[src/rtl/bw_monitor_mc_if.sv]
// Observation bundle for the monitored stream/AXI channels: one qualified-beat
// bit and one last-marker bit per channel.
interface bw_monitor_mc_if #(
  parameter int NUM_CH = 4
) ();
  logic [NUM_CH-1:0] beat;
  logic [NUM_CH-1:0] last;

  modport master (output beat, output last);
  modport slave  (input  beat, input  last);
endinterface

[src/rtl/bw_monitor_mc.sv]
// Multi-channel bandwidth monitor: counts beats and bursts per channel inside a
// software-controlled window and exposes one channel at a time on a read port.
module bw_monitor_mc #(
  parameter int NUM_CH     = 4,
  parameter int CNT_W      = 32,
  parameter int TS_W       = 32,
  parameter int LAST_EDGE  = 1,
  parameter int ARM_ON_ACT = 1,
  localparam int CH_W      = (NUM_CH > 1) ? $clog2(NUM_CH) : 1
) (
  input  logic              clk,
  input  logic              rst,
  bw_monitor_mc_if.slave    mon,
  input  logic              i_start,
  input  logic              i_stop,
  input  logic [TS_W-1:0]   i_window_len,
  input  logic [CH_W-1:0]   i_chan_sel,
  output logic [1:0]        o_state,
  output logic              o_busy,
  output logic [TS_W-1:0]   o_timer,
  output logic              o_timer_ovf,
  output logic [CNT_W-1:0]  o_rd_beat_cnt,
  output logic [CNT_W-1:0]  o_rd_burst_cnt,
  output logic [TS_W-1:0]   o_rd_first_ts,
  output logic [TS_W-1:0]   o_rd_last_ts,
  output logic [2:0]        o_rd_flags
);

  typedef enum logic [1:0] {
    S_IDLE  = 2'd0,
    S_ARMED = 2'd1,
    S_RUN   = 2'd2,
    S_DONE  = 2'd3
  } state_t;

  localparam logic [TS_W-1:0]  TS_MAX   = {TS_W{1'b1}};
  localparam logic [CNT_W-1:0] CNT_MAX  = {CNT_W{1'b1}};
  localparam logic [CH_W:0]    NUM_CH_V = (CH_W+1)'(NUM_CH);

  state_t            r_state;
  state_t            w_state_nxt;
  logic              w_clear;
  logic              w_count;
  logic              w_timer_inc;
  logic              w_win_end;
  logic              w_any_beat;
  logic [NUM_CH-1:0] w_burst_ev;

  logic [TS_W-1:0]   r_timer;
  logic              r_timer_ovf;
  logic              r_busy;
  logic [NUM_CH-1:0] r_last_d;
  logic [NUM_CH-1:0] r_seen;
  logic [NUM_CH-1:0] r_beat_sat;
  logic [NUM_CH-1:0] r_burst_sat;
  logic [CNT_W-1:0]  r_beat_cnt  [NUM_CH];
  logic [CNT_W-1:0]  r_burst_cnt [NUM_CH];
  logic [TS_W-1:0]   r_first_ts  [NUM_CH];
  logic [TS_W-1:0]   r_last_ts   [NUM_CH];

  assign w_any_beat = |mon.beat;
  assign w_win_end  = (i_window_len != {TS_W{1'b0}}) &&
                      (r_timer == (i_window_len - {{(TS_W-1){1'b0}}, 1'b1}));
  assign w_burst_ev = (LAST_EDGE != 0) ? (mon.last & ~r_last_d) : (mon.beat & mon.last);

  // Window state register
  always_ff @(posedge clk) begin
    if (rst) begin
      r_state <= S_IDLE;
    end else begin
      r_state <= w_state_nxt;
    end
  end

  // Next-state decode; start clears everywhere except RUN, and stop beats start in RUN
  always_comb begin
    w_state_nxt = r_state;
    w_clear     = 1'b0;
    w_count     = 1'b0;
    case (r_state)
      S_IDLE, S_DONE: begin
        if (i_start) begin
          w_state_nxt = S_ARMED;
          w_clear     = 1'b1;
        end else begin
          w_state_nxt = r_state;
        end
      end
      S_ARMED: begin
        if (i_start) begin
          w_state_nxt = S_ARMED;
          w_clear     = 1'b1;
        end else if (ARM_ON_ACT == 0) begin
          w_state_nxt = S_RUN;
        end else if (w_any_beat) begin
          w_state_nxt = S_RUN;
          w_count     = 1'b1;
        end else begin
          w_state_nxt = S_ARMED;
        end
      end
      S_RUN: begin
        w_count = 1'b1;
        if (i_stop || w_win_end) begin
          w_state_nxt = S_DONE;
        end else begin
          w_state_nxt = S_RUN;
        end
      end
      default: begin
        w_state_nxt = S_IDLE;
      end
    endcase
    w_timer_inc = (r_state == S_RUN) && (w_state_nxt == S_RUN);
  end

  // Window timer with sticky saturation flag, plus registered busy
  always_ff @(posedge clk) begin
    if (rst) begin
      r_timer     <= {TS_W{1'b0}};
      r_timer_ovf <= 1'b0;
      r_busy      <= 1'b0;
    end else begin
      r_busy <= (w_state_nxt == S_ARMED) || (w_state_nxt == S_RUN);
      if (w_clear) begin
        r_timer     <= {TS_W{1'b0}};
        r_timer_ovf <= 1'b0;
      end else if (w_timer_inc) begin
        if (r_timer == TS_MAX) begin
          r_timer_ovf <= 1'b1;
        end else begin
          r_timer <= r_timer + {{(TS_W-1){1'b0}}, 1'b1};
        end
      end
    end
  end

  // Last-marker history for edge detection, tracked in every state
  always_ff @(posedge clk) begin
    if (rst) begin
      r_last_d <= {NUM_CH{1'b0}};
    end else begin
      r_last_d <= mon.last;
    end
  end

  // Per-channel statistics
  always_ff @(posedge clk) begin
    if (rst || w_clear) begin
      r_seen      <= {NUM_CH{1'b0}};
      r_beat_sat  <= {NUM_CH{1'b0}};
      r_burst_sat <= {NUM_CH{1'b0}};
      for (int i = 0; i < NUM_CH; i++) begin
        r_beat_cnt[i]  <= {CNT_W{1'b0}};
        r_burst_cnt[i] <= {CNT_W{1'b0}};
        r_first_ts[i]  <= {TS_W{1'b0}};
        r_last_ts[i]   <= {TS_W{1'b0}};
      end
    end else if (w_count) begin
      for (int i = 0; i < NUM_CH; i++) begin
        if (mon.beat[i]) begin
          if (r_beat_cnt[i] == CNT_MAX) begin
            r_beat_sat[i] <= 1'b1;
          end else begin
            r_beat_cnt[i] <= r_beat_cnt[i] + {{(CNT_W-1){1'b0}}, 1'b1};
          end
          if (!r_seen[i]) begin
            r_seen[i]     <= 1'b1;
            r_first_ts[i] <= r_timer;
          end
        end
        if (w_burst_ev[i]) begin
          r_last_ts[i] <= r_timer;
          if (r_burst_cnt[i] == CNT_MAX) begin
            r_burst_sat[i] <= 1'b1;
          end else begin
            r_burst_cnt[i] <= r_burst_cnt[i] + {{(CNT_W-1){1'b0}}, 1'b1};
          end
        end
      end
    end
  end

  // Registered channel-select read port; unused selector codes read as zero
  always_ff @(posedge clk) begin
    if (rst || ({1'b0, i_chan_sel} >= NUM_CH_V)) begin
      o_rd_beat_cnt  <= {CNT_W{1'b0}};
      o_rd_burst_cnt <= {CNT_W{1'b0}};
      o_rd_first_ts  <= {TS_W{1'b0}};
      o_rd_last_ts   <= {TS_W{1'b0}};
      o_rd_flags     <= 3'b000;
    end else begin
      o_rd_beat_cnt  <= r_beat_cnt[i_chan_sel];
      o_rd_burst_cnt <= r_burst_cnt[i_chan_sel];
      o_rd_first_ts  <= r_first_ts[i_chan_sel];
      o_rd_last_ts   <= r_last_ts[i_chan_sel];
      o_rd_flags     <= {r_seen[i_chan_sel], r_burst_sat[i_chan_sel], r_beat_sat[i_chan_sel]};
    end
  end

  assign o_state     = r_state;
  assign o_busy      = r_busy;
  assign o_timer     = r_timer;
  assign o_timer_ovf = r_timer_ovf;

endmodule

[src/flat_wrapper.sv]
// flat-port wrapper written by rule: the top's interface ports become plain ports
module bw_monitor_mc_flat 
#(
  parameter int NUM_CH     = 4,
  parameter int CNT_W      = 32,
  parameter int TS_W       = 32,
  parameter int LAST_EDGE  = 1,
  parameter int ARM_ON_ACT = 1,
  localparam int CH_W      = (NUM_CH > 1) ? $clog2(NUM_CH) : 1
)
  (clk, rst, i_start, i_stop, i_window_len, i_chan_sel, o_state, o_busy, o_timer, o_timer_ovf, o_rd_beat_cnt, o_rd_burst_cnt, o_rd_first_ts, o_rd_last_ts, o_rd_flags, mon_beat, mon_last);
  bw_monitor_mc_if #(.NUM_CH(NUM_CH)) mon_i ();
  input  logic clk;
  input  logic rst;
  input  logic i_start;
  input  logic i_stop;
  input  logic [TS_W-1:0] i_window_len;
  input  logic [CH_W-1:0] i_chan_sel;
  output logic [1:0] o_state;
  output logic o_busy;
  output logic [TS_W-1:0] o_timer;
  output logic o_timer_ovf;
  output logic [CNT_W-1:0] o_rd_beat_cnt;
  output logic [CNT_W-1:0] o_rd_burst_cnt;
  output logic [TS_W-1:0] o_rd_first_ts;
  output logic [TS_W-1:0] o_rd_last_ts;
  output logic [2:0] o_rd_flags;
  input wire logic [$bits(mon_i.beat)-1:0] mon_beat;
  input wire logic [$bits(mon_i.last)-1:0] mon_last;
  assign mon_i.beat = mon_beat;
  assign mon_i.last = mon_last;
  bw_monitor_mc #(.NUM_CH(NUM_CH), .CNT_W(CNT_W), .TS_W(TS_W), .LAST_EDGE(LAST_EDGE), .ARM_ON_ACT(ARM_ON_ACT)) u_core (.clk(clk), .rst(rst), .mon(mon_i), .i_start(i_start), .i_stop(i_stop), .i_window_len(i_window_len), .i_chan_sel(i_chan_sel), .o_state(o_state), .o_busy(o_busy), .o_timer(o_timer), .o_timer_ovf(o_timer_ovf), .o_rd_beat_cnt(o_rd_beat_cnt), .o_rd_burst_cnt(o_rd_burst_cnt), .o_rd_first_ts(o_rd_first_ts), .o_rd_last_ts(o_rd_last_ts), .o_rd_flags(o_rd_flags));
endmodule
[config.mk]
export PLATFORM = sky130hd
export DESIGN_NAME = bw_monitor_mc_flat
export DESIGN_NICKNAME = d
export VERILOG_FILES = /design/src/rtl/bw_monitor_mc_if.sv /design/src/rtl/bw_monitor_mc.sv /design/src/flat_wrapper.sv
export SDC_FILE = /design/constraint.sdc
export NUM_CORES = 1
export LEC_CHECK = 0
export CORE_UTILIZATION = 53
export DETAILED_ROUTE_END_ITERATION = 10
export GPL_TIMING_DRIVEN = 0
export PLACE_DENSITY = 0.82
export SYNTH_ARGS = -nofsm -noshare
export SYNTH_HDL_FRONTEND = slang
export SYNTH_SLANG_ARGS = --single-unit
[constraint.sdc]
create_clock -name clk -period 5.33 [get_ports clk]
set_input_delay 1.066 -clock clk [delete_from_list [all_inputs] [get_ports clk]]
set_output_delay 1.066 -clock clk [all_outputs]
set_load 0.01 [all_outputs]
==> results.yml, run 1 <==
routing:
  vias: 23330
  drc: 0
  drt_iter0_markers: 2548
  firstDrtPassIters: 6
  routed_wl_microns: 89340
  viasPerCell: 6.101
  wl_per_cell_microns: 23.36
  antenna_left: 0
global_route:
  grt_max_degree: 33
  grt_usage_pct: 28.31
  first_global_vias: 23610
  grt_antenna_before_repair: 9
  grt_first_pass_wirelength_microns: 134900
  grt_overflow: 0
outcome:
  status: "finished, final reports clean"
floorplanning:
  core_area_sq_mm: 0.06058
  die_w_microns: 250.2
  initial_core_util_pct: 53.90
  die-area_sq_mm: 0.06260
  ios: 213
  fp-row-count: 90
  die_y_microns: 250.2
cells_and_area:
  fillers: 4283
  syn2layout_area_growth_pct: 18.21
  nets: 3041
  final_util_pct: 63.71
  drive_above_1_share_pct: 9.964
  stdcell_count: 3824
yosys:
  ys_seq_area_share_pct: 58.31
  synth_fp_nets: 2743
  synth_cell_types: 56
  async_flop_share_pct: 0
  syn-cell-area_sq_mm: 0.03265
  synth_ff_type: "edfxtp_1"
  synth_edf_count: 512
  ys_seq_elements: 695
  netlist_instances: 2682
  yosys_warnings: 0
  syn_area_per_cell_sq_um: 12.17
  ys_top_cells_by_area: "edfxtp_1 (47%), dfxtp_1 (11%), mux4_2 (9.0%), and2_1 (6.9%), xor2_1 (5.1%)"
  synth_top_area_cell: "edfxtp_1"
  yosysTopAreaCellShare_pct: 47.09
clock_tree:
  cts_tree: "done"
  cts_buffers: 73
  cts_root_buf: "clkbuf_16"
  cts_hold_buf: 0
  htreeDepth: 3
  clock_sinks: 695
  cts_buffer_depth: 3
  clock_latency_ps: 630
  cts.clk_slew.worst_paths_ps: 60
worst_setup_path:
  crit_arrival_ps: 5670
  crit_path_end_kind: "flip-flop"
  path_buf_inv: 3
  slowest_stage: "or4b_2"
  start_kind: "primary input"
  crit_path_cell_trace: "clkdlybuf4s50_1, inv_1, ha_1, nor4b_1, nand4_1, nor2_1, nor2b_1, or4b_2, nand3_1, a21boi_0, a31oi_1, ha_1, and2_1, o31ai_4, nor2_2, buf_4, and3_1, xnor2_1, nor2_1"
  slowest_delay_ps: 630
  critical_path.max_fanout: 8
  crit_required_ps: 5820
  crit_family: "simple AND/OR/NAND/NOR gates"
  crit_type: "primary input to flip-flop"
place:
  numPortBuffers: 209
  dp.cells: 3684
  gp_congestion: 0.9628
  hpwl_microns: 63270
sta:
  post-route-min-period_ps: 5185
  max_slew.worst_pin.slew_ps: 1328
  fmax_mhz: 192.9
  slew_headroom_pct: 11.28
  whs_ps: 472.6
  period_share_pct: 97.28
  fin_skew_ps: 21.89
  drv_slew: 0
  hold_viol: 0
  finalSetupViolCount: 0
job:
  cap_violations: 0
power_and_ir_drop:
  p_total_mw: 12.26
  ir_drop_uv: 287.5
  leakagePower_nw: 13.46
  p_per_area_mw_per_mm2: 317.7
hold_path:
  hp-class: "flip-flop to flip-flop"
-- repair_timing --
action	4_1_cts	5_1_grt
buffers inserted	0	3
pin swaps	0	4
endpoints found under the setup margin	21	23
resized for setup	4	9
-- synthesized netlist by cell type, types with 53 or more instances --
library cell	count
mux4_2	131
nor2_1	390
clkbuf_1	111
dfxtp_1	183
xor2_1	190
edfxtp_1	512
xnor2_1	114
and2_1	362
and3_1	53
nand4_1	61
nand3_1	133
nand2_1	135
-- power breakdown --
part | total, mW | switching (mW) | internal, mW
logic | 0.923 | 0.493 | 0.429
clock network | 5.06 | 2.20 | 2.86
registers | 6.28 | 0.204 | 6.08
-- sequential cells by signal, summed over array words and instances, names as in the netlist --
| name | cells |
|---|---|
| u_core.o_busy | 1 |
| u_core.o_rd_beat_cnt | 32 |
| u_core.o_rd_burst_cnt | 32 |
| u_core.o_rd_first_ts | 32 |
| u_core.o_rd_flags | 3 |
| u_core.o_rd_last_ts | 32 |
| u_core.o_state | 2 |
| u_core.o_timer | 32 |
| u_core.o_timer_ovf | 1 |
| u_core.r_beat_cnt | 128 |
| u_core.r_beat_sat | 4 |
| u_core.r_burst_cnt | 128 |
| u_core.r_burst_sat | 4 |
| u_core.r_first_ts | 128 |
| u_core.r_last_d | 4 |
| u_core.r_last_ts | 128 |
| u_core.r_seen | 4 |
-- cell families after synthesis --
group	share of synthesized area [%]
XOR/XNOR	8.155
buffers and inverters	1.931
adder cells (fa/ha/maj)	0.5748
AO/OA/AOI/OAI	1.341
multiplexers	9.231
AND/OR/NAND/NOR	20.46
flip-flops	58.31
-- metal layers --
| metal | routed length (microns) | global-route usage, % |
|---|---|---|
| met1 | 33060 | 35.75 |
| met2 | 43270 | 46.67 |
| met3 | 8208 | 5.030 |
| met4 | 4751 | 15.00 |
| met5 | 45 | 0 |
-- path summary, 6_finish.rpt --
path | start | to | slack (ps) | cells after the start
worst max-delay path | i_window_len[0] | u_core.o_timer[8]$_SDFFE_PP0P_ | 140 | 19
worst min-delay path | u_core.r_beat_sat[2]$_SDFFE_PP0P_ | u_core.r_beat_sat[2]$_SDFFE_PP0P_ | 470 | 1
worst max register to register | u_core.r_burst_cnt[3][6]$_SDFFCE_PN0P_ | u_core.r_burst_cnt[3][20]$_SDFFCE_PN0P_ | 1230 | 11
worst min register to register | u_core.r_beat_sat[2]$_SDFFE_PP0P_ | u_core.r_beat_sat[2]$_SDFFE_PP0P_ | 470 | 1
-- cell usage in the layout (no fill, tap or decap), types with 19 or more instances in the layout --
cell             count
edfxtp_1           512
nor2_1             388
and2_1             362
clkdlybuf4s50_1    208
xor2_1             190
dfxtp_1            183
nand3_1            133
mux4_2             131
nand2_1            128
clkbuf_1           127
xnor2_1            114
clkbuf_16           75
nand4_1             61
and3_1              53
nor3_1              46
inv_1               28
and4_1              27
buf_1               23
nor4_1              19
-- cell type report --
cell class                      count  area, sq um  share of cell area, %
Antenna cell                        1        2.502               0.006484
Buffer                            137        518.0                  1.342
Clock buffer                      102         2088                  5.411
Clock inverter                     34        266.5                 0.6905
Inverter                           30        112.6                 0.2918
Multi-Input combinational cell   1820        13180                  34.15
Sequential cell                   695        19040                  49.33
Tap cell                          782        978.4                  2.535
Timing Repair Buffer              223         2412                  6.250
-- worst register-to-register path, delay by kind of cell (launching register included) --
| kind | cells | cell delay, ps |
|---|---|---|
| buffers and inverters | 3 | 1450 |
| AND/OR/NAND/NOR | 8 | 1900 |
| flip-flops | 1 | 470 |
-- through the flow --
stage	setup TNS [ps]	area (sq um)	setup WS [ps]
3_5_place_dp	-27060	36140	-806.4
6_report	0	38600	144.9
3_3_place_gp	-485600	35720	-1617
5_1_grt	-6.361	38600	-6.361
4_1_cts	0	38520	40.47
2_1_floorplan	0	32650	501.4
(Power assumes the default switching activity.)
==> inputs of run 2 (changes only) <==
Settings changed: CTS_CLUSTER_SIZE set to 28.
Clock period 5.33 ns to 6.45 ns, I/O delays scaled along.
==> run 2 against run 1 <==
  * Sequential power decreased by 17%
  * First-iteration DRC count is 5.6% lower
  * Flip-flop and latch count stayed put
  * Wire length decreased by 0.26%
  * Critical path type unchanged
  * Largest cell class unchanged
  * Non-clock buffer count down 3
  * Combinational power down 18%
  * Highest routed layer unchanged
  * Cell area down 0.24%
  * Global-route usage about the same
==> results.yml, run 2 (synthesis gave the netlist of run 1 again) <==
cells_and_area:
  syn2layout_area_growth_pct: 17.92
  final_common_cell: "edfxtp_1"
  layout_common_cells: "edfxtp_1 (512), nor2_1 (390), and2_1 (362)"
  nets: 3038
  fin_area_sq_mm: 0.03850
  drive_above_1_share_pct: 9.612
worst_setup_path:
  rr_startpoint: "u_core.o_state[1]$_SDFF_PP0_"
  crit_arrival_ps: 6410
  crit_path_end_kind: "flip-flop"
  cpMostUsedCell: "nand2_1"
  crit_required_ps: 7000
  crit_family: "simple AND/OR/NAND/NOR gates"
  path_buf_inv: 2
  crit_path_cell_trace: "clkdlybuf4s50_1, nor3_1, and4_1, clkbuf_1, nand2_1, o21a_1, a2111oi_0, nand4_1, nor4_2, a31oi_1, ha_1, and2_1, o31ai_1, nor2_1, nand2_1, o21ai_0, a21oi_1"
  slowest_delay_ps: 720
  slowest_stage: "nor3_1"
  critical_path.max_fanout: 8
  crit_type: "primary input to flip-flop"
  start_kind: "primary input"
  worstSetupStartpoint: "i_window_len[8]"
global_route:
  grt_busiest_layer: "met2"
  gr-usage-met3_pct: 5.071
  grt_antenna_before_repair: 9
  grt_first_pass_wirelength_microns: 134800
  grt_usage_pct: 28.27
  grt_overflow: 0
  grt_max_degree: 33
  use_met1_pct: 35.66
  grt_use_met2_pct: 46.63
  first_global_vias: 23600
clock_tree:
  cts_setup_buffers: 0
  cts_tree: "done"
  cts_root_buf: "clkbuf_16"
  htreeDepth: 3
  cts.clk_slew.worst_paths_ps: 60
  cts_hold_buf: 0
  cts_buffer_depth: 3
  post_cts_resized: 0
  clock_latency_ps: 640
  cts_buffers: 73
  clock_sinks: 695
floorplanning:
  fp-row-count: 90
  die_y_microns: 250.2
  ios: 213
  die-area_sq_mm: 0.06260
  die_w_microns: 250.2
  initial_core_util_pct: 53.90
  core_area_sq_mm: 0.06058
sta:
  setup_tns_ps: 0
  hold_viol: 0
  fmax_mhz: 170.6
  period_share_pct: 90.87
  post-route-min-period_ps: 5861
  max_slew.worst_pin.slew_ps: 1260
  fin_skew_ps: 24.94
  finalSetupViolCount: 0
  slew_headroom_pct: 15.81
  rsz0062_at_grt: "false"
  drv_slew: 0
routing:
  wl_per_cell_microns: 23.32
  viasPerCell: 6.095
  antenna_left: 0
  firstDrtPassIters: 6
  drc: 0
  routed_wl_microns: 89100
  drt_iter0_markers: 2405
  vias: 23290
job:
  cap_violations: 0
power_and_ir_drop:
  p_total_mw: 10.13
  ir_drop_uv: 238.7
  p_per_area_mw_per_mm2: 263.2
  leakagePower_nw: 13.40
place:
  numPortBuffers: 209
  hpwl_microns: 63270
  placed_area_sq_mm: 0.03614
  gp_congestion: 0.9628
hold_path:
  hp-class: "flip-flop to flip-flop"
  min_from: "u_core.r_beat_sat[2]$_SDFFE_PP0P_"
outcome:
  status: "finished, final reports clean"
-- run 2: cell types whose count changed in the layout (fill, tap and decap cells not counted), moves of 2 or more --
cell    before  now
buf_4        3    0
nor2_2       2    0
nor4_2       0    2
nor4_4       3    0
nor3_1      46   49
nor3_2       3    0
nor2_1     388  390
-- run 2: metrics by stage --
step	utilization [%]	setup WS (ps)	hold WS (ps)	std cells
after floorplan	-	1397	431.5	2682
after global placement	58.96	-721.4	442.9	3673
after detailed placement	59.65	89.59	458.6	3684
after CTS	63.54	714.0	472.5	3820
after global routing	63.55	410.1	487.2	3821
final	63.55	588.7	471.7	3821
-- run 2: path summary, 6_finish.rpt --
path	to	slack, ps	cells past startpoint
setup / recovery	u_core.o_timer[14]$_SDFFE_PP0P_	590	17
setup reg to reg	u_core.r_last_ts[1][11]$_SDFFCE_PN0P_	2350	6
hold reg to reg	u_core.r_beat_sat[2]$_SDFFE_PP0P_	470	1
hold / removal	u_core.r_beat_sat[2]$_SDFFE_PP0P_	470	1
-- run 2: power breakdown --
part | internal, mW | switching, mW
Clock | 2.36 | 1.82
Combinational | 0.355 | 0.407
Sequential | 5.02 | 0.168
Total | 7.74 | 2.39
-- run 2: cell type report --
class                           count  area, sq um
Antenna cell                        1        2.502
Buffer                            137        518.0
Clock buffer                      102         2088
Clock inverter                     34        266.5
Fill cell                        4302        22080
Inverter                           30        112.6
Multi-Input combinational cell   1820        13110
Sequential cell                   695        19040
Tap cell                          782        978.4
Timing Repair Buffer              220         2387
-- run 2: layer usage --
layer  up-vias  routed length, microns  share of wire [%]
met5         -                      41              0.046
met4         6                    4392                4.9
met3       249                    8325                9.3
met2      1319                   43330                 49
met1     11590                   33020                 37
li1      10120                       -                  -
-- run 2: worst reg2reg max path, cell delays in order, from the launching register on --
cell	delay, ps
dfxtp_1	520
ha_1	230
inv_1	50
a21oi_1	260
clkbuf_1	750
clkbuf_1	870
nand2_2	880
==> inputs of run 3 (changes only) <==
Settings changed: ABC_CLOCK_PERIOD_IN_PS set to 6450, PLACE_DENSITY 0.82 to 0.73, REMOVE_ABC_BUFFERS set to 1.
==> run 3 against run 2 <==
  * Count of clock-buffer cells in the layout grew 14
  * Flip-flop and latch count is the same
  * Combinational power shrank 4.1%
  * Final cell count shrank 3.1%
  * Via count shrank 6.2%
  * Non-clock buffer count shrank 120
  * Highest routed layer unchanged
  * Largest power group unchanged
  * Die area is the same
  * Global-route usage shrank 2.3 points
  * Critical endpoint is now u_core.o_timer[5]$_SDFFE_PP0P_
  * Register-to-register slack lost 660 ps
  * Critical path depth shrank 1
  * Worst setup slack lost 180 ps
==> results.yml, run 3 (synthesis gave the netlist of run 1 again) <==
clock_tree:
  cts_buffers: 74
  clock_sinks: 695
  cts_tree: "done"
  post_cts_resized: 0
  cts_buffer_depth: 3
  cts.clk_slew.worst_paths_ps: 60
  cts_hold_buf: 0
  clock_latency_ps: 620
  htreeDepth: 3
  cts_root_buf: "clkbuf_16"
  cts_setup_buffers: 0
place:
  numPortBuffers: 212
  gp_congestion: 0.8824
  hpwl_microns: 54180
  dp.cells: 3563
cells_and_area:
  drive_above_1_share_pct: 10.86
  nets: 2919
  layout_common_cells: "edfxtp_1 (512), nor2_1 (385), and2_1 (362)"
  syn2layout_area_growth_pct: 17.94
  stdcell_count: 3703
  multiInputGateArea_sq_mm: 0.01314
  fillers: 4545
  final_common_cell: "edfxtp_1"
  final_util_pct: 63.56
  seq_area_sq_mm: 0.01904
worst_setup_path:
  crit_required_ps: 6920
  start_kind: "primary input"
  crit_path_end_kind: "flip-flop"
  crit_type: "primary input to flip-flop"
  crit_path_cell_trace: "clkdlybuf4s50_1, or4_4, or4b_1, or4_4, xor2_1, mux2i_1, o22a_1, nor4_2, a31oi_1, ha_1, and2_1, o31ai_1, nor2_1, nand3_1, xor2_1, nor2_1"
  slowest_stage: "nor4_2"
  path_buf_inv: 1
  crit_family: "simple AND/OR/NAND/NOR gates"
  crit_arrival_ps: 6510
  slowest_delay_ps: 770
  critical_path.max_fanout: 8
power_and_ir_drop:
  ir_drop_uv: 178.7
  leakagePower_nw: 13.46
  p_per_area_mw_per_mm2: 269.3
  p_total_mw: 10.37
hold_path:
  hp-class: "flip-flop to flip-flop"
sta:
  fmax_mhz: 165.6
  drv_slew: 0
  period_share_pct: 93.62
  post-route-min-period_ps: 6039
  max_slew.worst_pin.slew_ps: 1401
  fin_skew_ps: 19.43
  hold_viol: 0
  rsz0062_at_grt: "false"
  slew_headroom_pct: 6.316
  finalSetupViolCount: 0
floorplanning:
  core_area_sq_mm: 0.06058
  die_y_microns: 250.2
  fp-row-count: 90
  initial_core_util_pct: 53.90
  die_w_microns: 250.2
  ios: 213
  die-area_sq_mm: 0.06260
routing:
  routed_wl_microns: 80430
  viasPerCell: 5.902
  firstDrtPassIters: 6
  antenna_left: 0
  wl_per_cell_microns: 21.72
  drc: 0
  vias: 21860
  drt_iter0_markers: 2178
outcome:
  status: "finished, final reports clean"
job:
  cap_violations: 0
global_route:
  grt_antenna_before_repair: 7
  grt_usage_pct: 25.96
  grt_overflow: 0
  first_global_vias: 22040
  grt_first_pass_wirelength_microns: 125900
  grt_max_degree: 95
## run 3: changes by cell type in the layout (fill, tap and decap cells not counted), sizes merged
cell	previous run	this run
buf	37	27
bufinv	2	6
clkbuf	213	116
clkdlybuf4s50	209	210
clkinv	28	14
inv	33	31
## run 3: final timing paths
path         slack (ps)                                      end  cells past startpoint                              start
min reg2reg         470        u_core.r_beat_sat[3]$_SDFFE_PP0P_                      2  u_core.r_beat_sat[3]$_SDFFE_PP0P_
min                 470        u_core.r_beat_sat[3]$_SDFFE_PP0P_                      2  u_core.r_beat_sat[3]$_SDFFE_PP0P_
max                 410           u_core.o_timer[5]$_SDFFE_PP0P_                     16                   i_window_len[17]
max reg2reg        1690  u_core.r_burst_cnt[1][19]$_SDFFCE_PN0P_                      7       u_core.o_state[1]$_SDFF_PP0_
## run 3: through the flow
| step | TNS (ps) | area [sq um] | setup slack, ps | hold slack (ps) |
|---|---|---|---|---|
| 6_report | 0 | 38510 | 411.4 | 466.0 |
| 5_1_grt | 0 | 38510 | 33.74 | 507.0 |
| 4_1_cts | 0 | 38480 | 469.2 | 470.7 |
| 3_5_place_dp | -1872 | 35900 | -157.1 | 454.5 |
| 3_3_place_gp | -943170 | 35230 | -4144 | 443.7 |
| 2_1_floorplan | 0 | 32130 | 978.9 | 431.5 |
## run 3: layout make-up
type	instances	area share, %
diodes	1	0.006498
clock buffers	116	5.910
clock inverters	22	0.7928
inverters	30	0.2989
multi-input cells	1820	34.13
flip-flops and latches	695	49.44
well taps	782	2.541
repair buffers	237	6.879
## run 3: worst min-delay path, delay by kind of cell (launching register included)
family             cells  cell delay [ps]
DFF                    1              320
and+or+nand+nor        1               70
AOI/OAI and AO/OA      1               40
## run 3: power breakdown
group | internal, mW | total (mW) | leakage (nW) | switching [mW]
logic | 0.357 | 0.730 | 5.00 | 0.373
registers | 5.02 | 5.19 | 7.20 | 0.164
clock network | 2.68 | 4.45 | 1.27 | 1.77
total | 8.06 | 10.4 | 13.5 | 2.31
## run 3: metal layers
metal / track usage [%] / vias to the layer above / wire (microns)
met5: 0 / - / 59
met4: 9.185 / 8 / 2221
met3: 5.206 / 147 / 6271
met2: 41.84 / 868 / 38320
met1: 35.09 / 10940 / 33560
li1: - / 9895 / -
